**src/rtl/modulus_16_feeder.sv**
```systemverilog
// ============================================================================
//  Module      : modulus_16_feeder
//  Description : Feeds 16-bit dividend/divisor pairs from an operand FIFO into
//                an external, flopped modulus stage with a fixed 2-edge
//                latency. Each issue carries its operands down a 2-stage
//                valid/tag pipeline. When the result returns, it is stored
//                together with its operands in a result buffer. Issue is
//                throttled so that every in-flight pair is guaranteed a slot
//                in the result buffer.
//                Optional feature macro: MODULUS_16_FEEDER_DIVZERO_EN
//                (flag b==0 pairs and return the dividend as the result).
//  Revision    : 1.0  initial release
// ============================================================================
`default_nettype none
`timescale 1ns/1ps

module modulus_16_feeder #(
    parameter int IN_DEPTH  = 4,
    parameter int OUT_DEPTH = 4
) (
    input  logic        clk,
    input  logic        rst,
    input  logic        in_valid,
    output logic        in_ready,
    input  logic [15:0] in_a,
    input  logic [15:0] in_b,
    output logic [15:0] mod_a,
    output logic [15:0] mod_b,
    input  logic [15:0] mod_result,
    output logic        out_valid,
    input  logic        out_ready,
    output logic [15:0] out_result,
    output logic [15:0] out_a,
    output logic [15:0] out_b,
    output logic        out_div_zero
);

    localparam int c_IW  = $clog2(IN_DEPTH);
    localparam int c_OW  = $clog2(OUT_DEPTH);
    localparam int c_OCW = c_OW + 2;
    localparam logic [c_IW:0]    c_IN_FULL = (c_IW + 1)'(IN_DEPTH);
    localparam logic [c_OCW-1:0] c_OCC_MAX = c_OCW'(OUT_DEPTH);

    // Operand FIFO storage and control
    logic [15:0]     r_in_a_mem [IN_DEPTH];
    logic [15:0]     r_in_b_mem [IN_DEPTH];
    logic [c_IW-1:0] r_in_wr;
    logic [c_IW-1:0] r_in_rd;
    logic [c_IW:0]   r_in_cnt;

    // Held operands and tag pipeline
    logic [15:0] r_mod_a;
    logic [15:0] r_mod_b;
    logic        r_t1_v;
    logic        r_t2_v;
    logic [15:0] r_t1_a;
    logic [15:0] r_t1_b;
    logic [15:0] r_t2_a;
    logic [15:0] r_t2_b;

    // Result buffer storage and control
    logic [15:0]     r_ob_res_mem [OUT_DEPTH];
    logic [15:0]     r_ob_a_mem   [OUT_DEPTH];
    logic [15:0]     r_ob_b_mem   [OUT_DEPTH];
    logic [c_OW-1:0] r_ob_wr;
    logic [c_OW-1:0] r_ob_rd;
    logic [c_OW:0]   r_ob_cnt;

    logic              w_in_push;
    logic              w_issue;
    logic              w_ob_push;
    logic              w_ob_pop;
    logic [c_OCW-1:0]  w_occ;
    logic [15:0]       w_head_a;
    logic [15:0]       w_head_b;
    logic [15:0]       w_cap_res;

    assign w_head_a  = r_in_a_mem[r_in_rd];
    assign w_head_b  = r_in_b_mem[r_in_rd];
    assign in_ready  = (r_in_cnt != c_IN_FULL);
    assign w_in_push = in_valid && in_ready;

    // Buffered results plus results still in the modulus stage
    assign w_occ   = c_OCW'(r_ob_cnt) + c_OCW'(r_t1_v) + c_OCW'(r_t2_v);
    assign w_issue = !rst && (r_in_cnt != '0) && (w_occ < c_OCC_MAX);

    // The modulus stage sees the FIFO head in the issue cycle, else the last issue
    assign mod_a = w_issue ? w_head_a : r_mod_a;
    assign mod_b = w_issue ? w_head_b : r_mod_b;

    assign w_ob_push = r_t2_v;
    assign out_valid = (r_ob_cnt != '0);
    assign w_ob_pop  = out_valid && out_ready;

`ifdef MODULUS_16_FEEDER_DIVZERO_EN
    logic r_t1_dz;
    logic r_t2_dz;
    logic r_ob_dz_mem [OUT_DEPTH];

    // A zero divisor returns the dividend, the modulus stage output is ignored
    assign w_cap_res    = r_t2_dz ? r_t2_a : mod_result;
    assign out_div_zero = out_valid ? r_ob_dz_mem[r_ob_rd] : 1'b0;

    // Divide-by-zero flag follows its pair through the tag pipeline
    always_ff @(posedge clk) begin
        if (rst) begin
            r_t1_dz <= 1'b0;
            r_t2_dz <= 1'b0;
        end else begin
            r_t1_dz <= (w_head_b == 16'd0);
            r_t2_dz <= r_t1_dz;
        end
    end

    // Divide-by-zero flag storage alongside each buffered result
    always_ff @(posedge clk) begin
        if (w_ob_push) begin
            r_ob_dz_mem[r_ob_wr] <= r_t2_dz;
        end
    end
`else
    assign w_cap_res    = mod_result;
    assign out_div_zero = 1'b0;
`endif

    // Output view of the buffer head, zero while the buffer is empty
    assign out_result = out_valid ? r_ob_res_mem[r_ob_rd] : 16'd0;
    assign out_a      = out_valid ? r_ob_a_mem[r_ob_rd]   : 16'd0;
    assign out_b      = out_valid ? r_ob_b_mem[r_ob_rd]   : 16'd0;

    // Operand FIFO write port
    always_ff @(posedge clk) begin
        if (w_in_push) begin
            r_in_a_mem[r_in_wr] <= in_a;
            r_in_b_mem[r_in_wr] <= in_b;
        end
    end

    // Operand FIFO pointers and occupancy; pointers wrap naturally at depth
    always_ff @(posedge clk) begin
        if (rst) begin
            r_in_wr  <= '0;
            r_in_rd  <= '0;
            r_in_cnt <= '0;
        end else begin
            if (w_in_push) r_in_wr <= r_in_wr + 1'b1;
            if (w_issue)   r_in_rd <= r_in_rd + 1'b1;
            case ({w_in_push, w_issue})
                2'b10:   r_in_cnt <= r_in_cnt + 1'b1;
                2'b01:   r_in_cnt <= r_in_cnt - 1'b1;
                default: r_in_cnt <= r_in_cnt;
            endcase
        end
    end

    // Hold registers for mod_a/mod_b and the valid/tag pipeline
    always_ff @(posedge clk) begin
        if (rst) begin
            r_mod_a <= 16'd0;
            r_mod_b <= 16'd0;
            r_t1_v  <= 1'b0;
            r_t2_v  <= 1'b0;
            r_t1_a  <= 16'd0;
            r_t1_b  <= 16'd0;
            r_t2_a  <= 16'd0;
            r_t2_b  <= 16'd0;
        end else begin
            if (w_issue) begin
                r_mod_a <= w_head_a;
                r_mod_b <= w_head_b;
            end
            r_t1_v <= w_issue;
            r_t1_a <= w_head_a;
            r_t1_b <= w_head_b;
            r_t2_v <= r_t1_v;
            r_t2_a <= r_t1_a;
            r_t2_b <= r_t1_b;
        end
    end

    // Result buffer write port
    always_ff @(posedge clk) begin
        if (w_ob_push) begin
            r_ob_res_mem[r_ob_wr] <= w_cap_res;
            r_ob_a_mem[r_ob_wr]   <= r_t2_a;
            r_ob_b_mem[r_ob_wr]   <= r_t2_b;
        end
    end

    // Result buffer pointers and occupancy
    always_ff @(posedge clk) begin
        if (rst) begin
            r_ob_wr  <= '0;
            r_ob_rd  <= '0;
            r_ob_cnt <= '0;
        end else begin
            if (w_ob_push) r_ob_wr <= r_ob_wr + 1'b1;
            if (w_ob_pop)  r_ob_rd <= r_ob_rd + 1'b1;
            case ({w_ob_push, w_ob_pop})
                2'b10:   r_ob_cnt <= r_ob_cnt + 1'b1;
                2'b01:   r_ob_cnt <= r_ob_cnt - 1'b1;
                default: r_ob_cnt <= r_ob_cnt;
            endcase
        end
    end

endmodule

`default_nettype wire
```
**config.mk**
```make
export PLATFORM = sky130hd
export DESIGN_NAME = modulus_16_feeder
export DESIGN_NICKNAME = d
export VERILOG_FILES = /design/src/rtl/modulus_16_feeder.sv
export SDC_FILE = /design/constraint.sdc
export NUM_CORES = 1
export LEC_CHECK = 0
export ABC_AREA = 1
export CAP_MARGIN = 10
export CORE_MARGIN = 5
export CORE_UTILIZATION = 50
export CTS_CLUSTER_DIAMETER = 120
export DETAILED_ROUTE_END_ITERATION = 12
export PLACE_DENSITY = 0.78
export SYNTH_ARGS = -nofsm -noshare
export SYNTH_HDL_FRONTEND = slang
export SYNTH_SLANG_ARGS = --single-unit
```
**constraint.sdc**
```tcl
create_clock -name clk -period 3.43 [get_ports clk]
set_input_delay 0.686 -clock clk [delete_from_list [all_inputs] [get_ports clk]]
set_output_delay 0.686 -clock clk [all_outputs]
set_load 0.005 [all_outputs]
```
==> results by group <==
Clock network
  – Clock slew at reported path FFs: about 60 ps
  – Hold_buf cts: 0
  – Clock sink count: between 400 and 500
  – H-Tree Level Count: 2
  – Worst skew pair latency: roughly 530 ps
  – Maximum clock path buffer count: 3
  – Root Driver: clkbuf_16
  – CTS tree: yes
  – Number of buffers created by CTS: 43

Global route
  – First-pass GRT wire length: 56,800 um
  – Grt ovf: 0
  – Largest net degree at the start of global routing: 99
  – Number of global-route vias before repair: between 10,000 and 15,000
  – Total global-route track usage: 19.3%
  – Initial antenna violation count: 0

Placement
  – HPWL reported at the end of detailed placement: around 21,000 um
  – Placed Area: around 18,000 sq um
  – Final GP Congestion: between 0.7 and 0.8
  – PortBufs: 133

Die
  – # rows: 66
  – Starting Density: about half
  – I/O pins: roughly 140
  – Die span in y: 192 um
  – Die Width: approximately 190 um
  – Die area: roughly 37,000 sq um
  – Core area: about 33,000 sq um

Layout
  – Layout cells sized above 1: roughly 7.4%
  – Final instance area: 19,600 sq um
  – Total Nets Final: 1,635
  – Layout area overhead: 18.5%
  – ANT cells: 0
  – Finished Core Util: around three fifths

Synth
  – Syn_area_per_cell: about 11 sq um
  – EDFF count, synth: 320
  – Register bit total from synthesis: between 400 and 500
  – Yosys cell types: 28
  – Mapped Nets: approximately 1,500
  – Top cells by count, synth: edfxtp_1, nor2_1, nand2_1
  – Dominant synthesized flop cell: edfxtp_1
  – Post-synth ARST share: 0%
  – Mapped Cells: between 1,000 and 1,500
  – Area contributors post-synth: edfxtp_1, dfxtp_1, nor2_1, nand2_1, nand3_1
  – Most frequent cell after synthesis: edfxtp_1
  – Seq/Total Area, Yosys: 72.0%
  – Yosys top cell area share: ~58%
  – Synth Cell Area: 16,600 sq um
  – Synth Warn #: 0
  – Synth area leader: edfxtp_1

Critical path
  – Crit-path most repeated cell: nand2_1
  – Worst endpoint required time: about 2700 ps
  – Critical Path Start Type: flop
  – CP Max Fanout: 34
  – Critical path's slowest cell: clkdlybuf4s50_1
  – Worst R2R Path Depth: 14
  – Worst reg2reg endpoint: r_in_cnt[2]
  – CP peak stage delay: ~450 ps
  – Critical Path, Cell by Cell: ha_1, nand2_1, nand2_1, a21oi_2, buf_6, nand3_1, nand2_1, inv_1, clkdlybuf4s50_1
  – Worst flop-to-flop path startpoint: r_t2_v
  – Setup crit end kind: primary output
  – Setup Crit Path Kind: reg -> out
  – Worst reg-to-reg setup slack: approximately 970 ps
  – Worst EP arrival: 2590 ps

Timing
  – Setup violators final: 0
  – Setup TNS: 0 ps
  – Worst slew pin tran: about 1100 ps
  – Tmin final: roughly 3300 ps
  – Slew HR: 29.7%
  – Final hold vios: 0
  – RSZ-0062 raised after global routing: no
  – Tcrit/Tclk final: around 95%
  – Final max-slew violation count: 0
  – Final setup skew: around 15 ps
  – Peak Freq: 0.305 GHz

Drt
  – Initial DRC count: roughly 800
  – Detailed-route DRC error count: 0
  – DR vias/cell: 5.16
  – Final ANT Viol Nets: 0
  – Wirelength per Cell: between 15 and 20 um
  – Via Count: around 11,000
  – Post-Route WL: about 36,000 um
  – DR pass1 iterations: 5

Hold path
  – Worst hold endpoint: r_t2_a[4]
  – Hold Path Depth: 2
  – Hold_sp: r_t1_a[4]
  – HP Class: reg -> reg

Run
  – Max cap viols: 0

Outcome
  – Outcome: finished clean

Power and ir drop
  – Worst vdd rail ir drop: 0.545 mV
  – Pwr Density: 806 nW/um^2
  – Leakage: around 0.0074 uW
## registers in the layout, indices dropped and copies added (netlist names), named ones only
register and count:
r_in_wr 2, r_ob_cnt 3, r_t2_a 16, r_t1_v 1
r_ob_wr 2, r_t1_a 16, r_in_b_mem 64, r_in_cnt 3
r_t2_b 16, r_t1_b 16, r_mod_a 16, r_ob_res_mem 64
r_t2_v 1, r_ob_rd 2, r_in_a_mem 64, r_ob_a_mem 64
r_mod_b 16, r_in_rd 2, r_ob_b_mem 64
## routing by layer
| metal | vias to the layer above | wire length [um] | track usage [%] |
|---|---|---|---|
| met5 | - | 0 | 0 |
| met4 | 0 | 807 | 5.51 |
| met3 | 65 | 2730 | 4.47 |
| met2 | 349 | 17300 | 32.9 |
| met1 | 5047 | 14800 | 25.0 |
| li1 | 5106 | - | - |
## critical path, delay by kind of cell (launching register included)
kind,cells,cell delay [ps]
buffers and inverters,3,810
flip-flops,1,420
adder cells (fa/ha/maj),1,260
AND/OR/NAND/NOR,4,410
AO/OA/AOI/OAI,1,140
## cells by family after synthesis
| kind of cell | Yosys count | share of synthesized area (%) |
|---|---|---|
| xor+xnor | 1 | 0.0529 |
| flops | 436 | 72.0 |
| other cells | 1 | 0.0226 |
| simple gates | 615 | 14.9 |
| compound gates | 203 | 6.64 |
| fa+ha+maj | 13 | 1.07 |
| buf+inv | 180 | 5.27 |
## per-stage QoR
stage               instances  total power (uW)  hold slack [ps]  worst slack (ps)
floorplan                1449              9300              388               794
global placement         1967             11300              395               434
detailed placement       1967             11400              396               416
CTS                      2046             16000              391              26.4
global route             2046             16700              427              2.83
finish                   2046             15800              390               156
## area by class of cell
class | count | area (sq um)
Clock inverter | 18 | 115
Multi-Input combinational cell | 833 | 3800
Timing Repair Buffer | 157 | 1580
Sequential cell | 436 | 11900
Clock buffer | 61 | 1270
Fill cell | 2485 | 13000
Tap cell | 442 | 553
Inverter | 99 | 374
## timing repair
| action | in CTS | in global routing |
|---|---|---|
| resized for setup | 2 | 2 |
| pin swaps | 0 | 0 |
| buffers inserted | 0 | 0 |
| setup endpoints to repair | 32 | 25 |
## cell usage in the layout (no fill, tap or decap), types with 2 or more instances in the layout
master	instances
o21bai_1	31
clkinv_1	4
dfxtp_2	2
dfxtp_1	113
nand2_1	209
nand3_1	94
clkinv_2	10
fa_1	2
inv_1	89
o21ai_0	81
clkdlybuf4s50_1	132
edfxtp_1	320
nor2_2	5
buf_4	19
ha_1	11
clkbuf_1	9
o21ai_1	27
clkbuf_8	4
buf_12	5
nand3_2	5
nor2_1	299
inv_2	10
clkbuf_16	47
a21oi_1	62
## worst max path at each step
stage                        start                to  slack [ps]  depth (start not counted)
after CTS                   r_t2_v          mod_b[1]          30                          9
final                       r_t2_v          mod_b[1]         160                          9
after detailed placement    r_t2_v         mod_a[13]         420                          9
after global routing        r_t2_v         mod_b[10]           3                          9
after global placement      r_t2_v          mod_b[7]         430                          9
after floorplan           in_valid  r_in_a_mem[0][0]         790                          2
## power breakdown
group	internal, uW	switching [uW]
Sequential	6380	257
Combinational	1950	2680
Clock	2660	1880
Power figures use the tool's default switching activity.
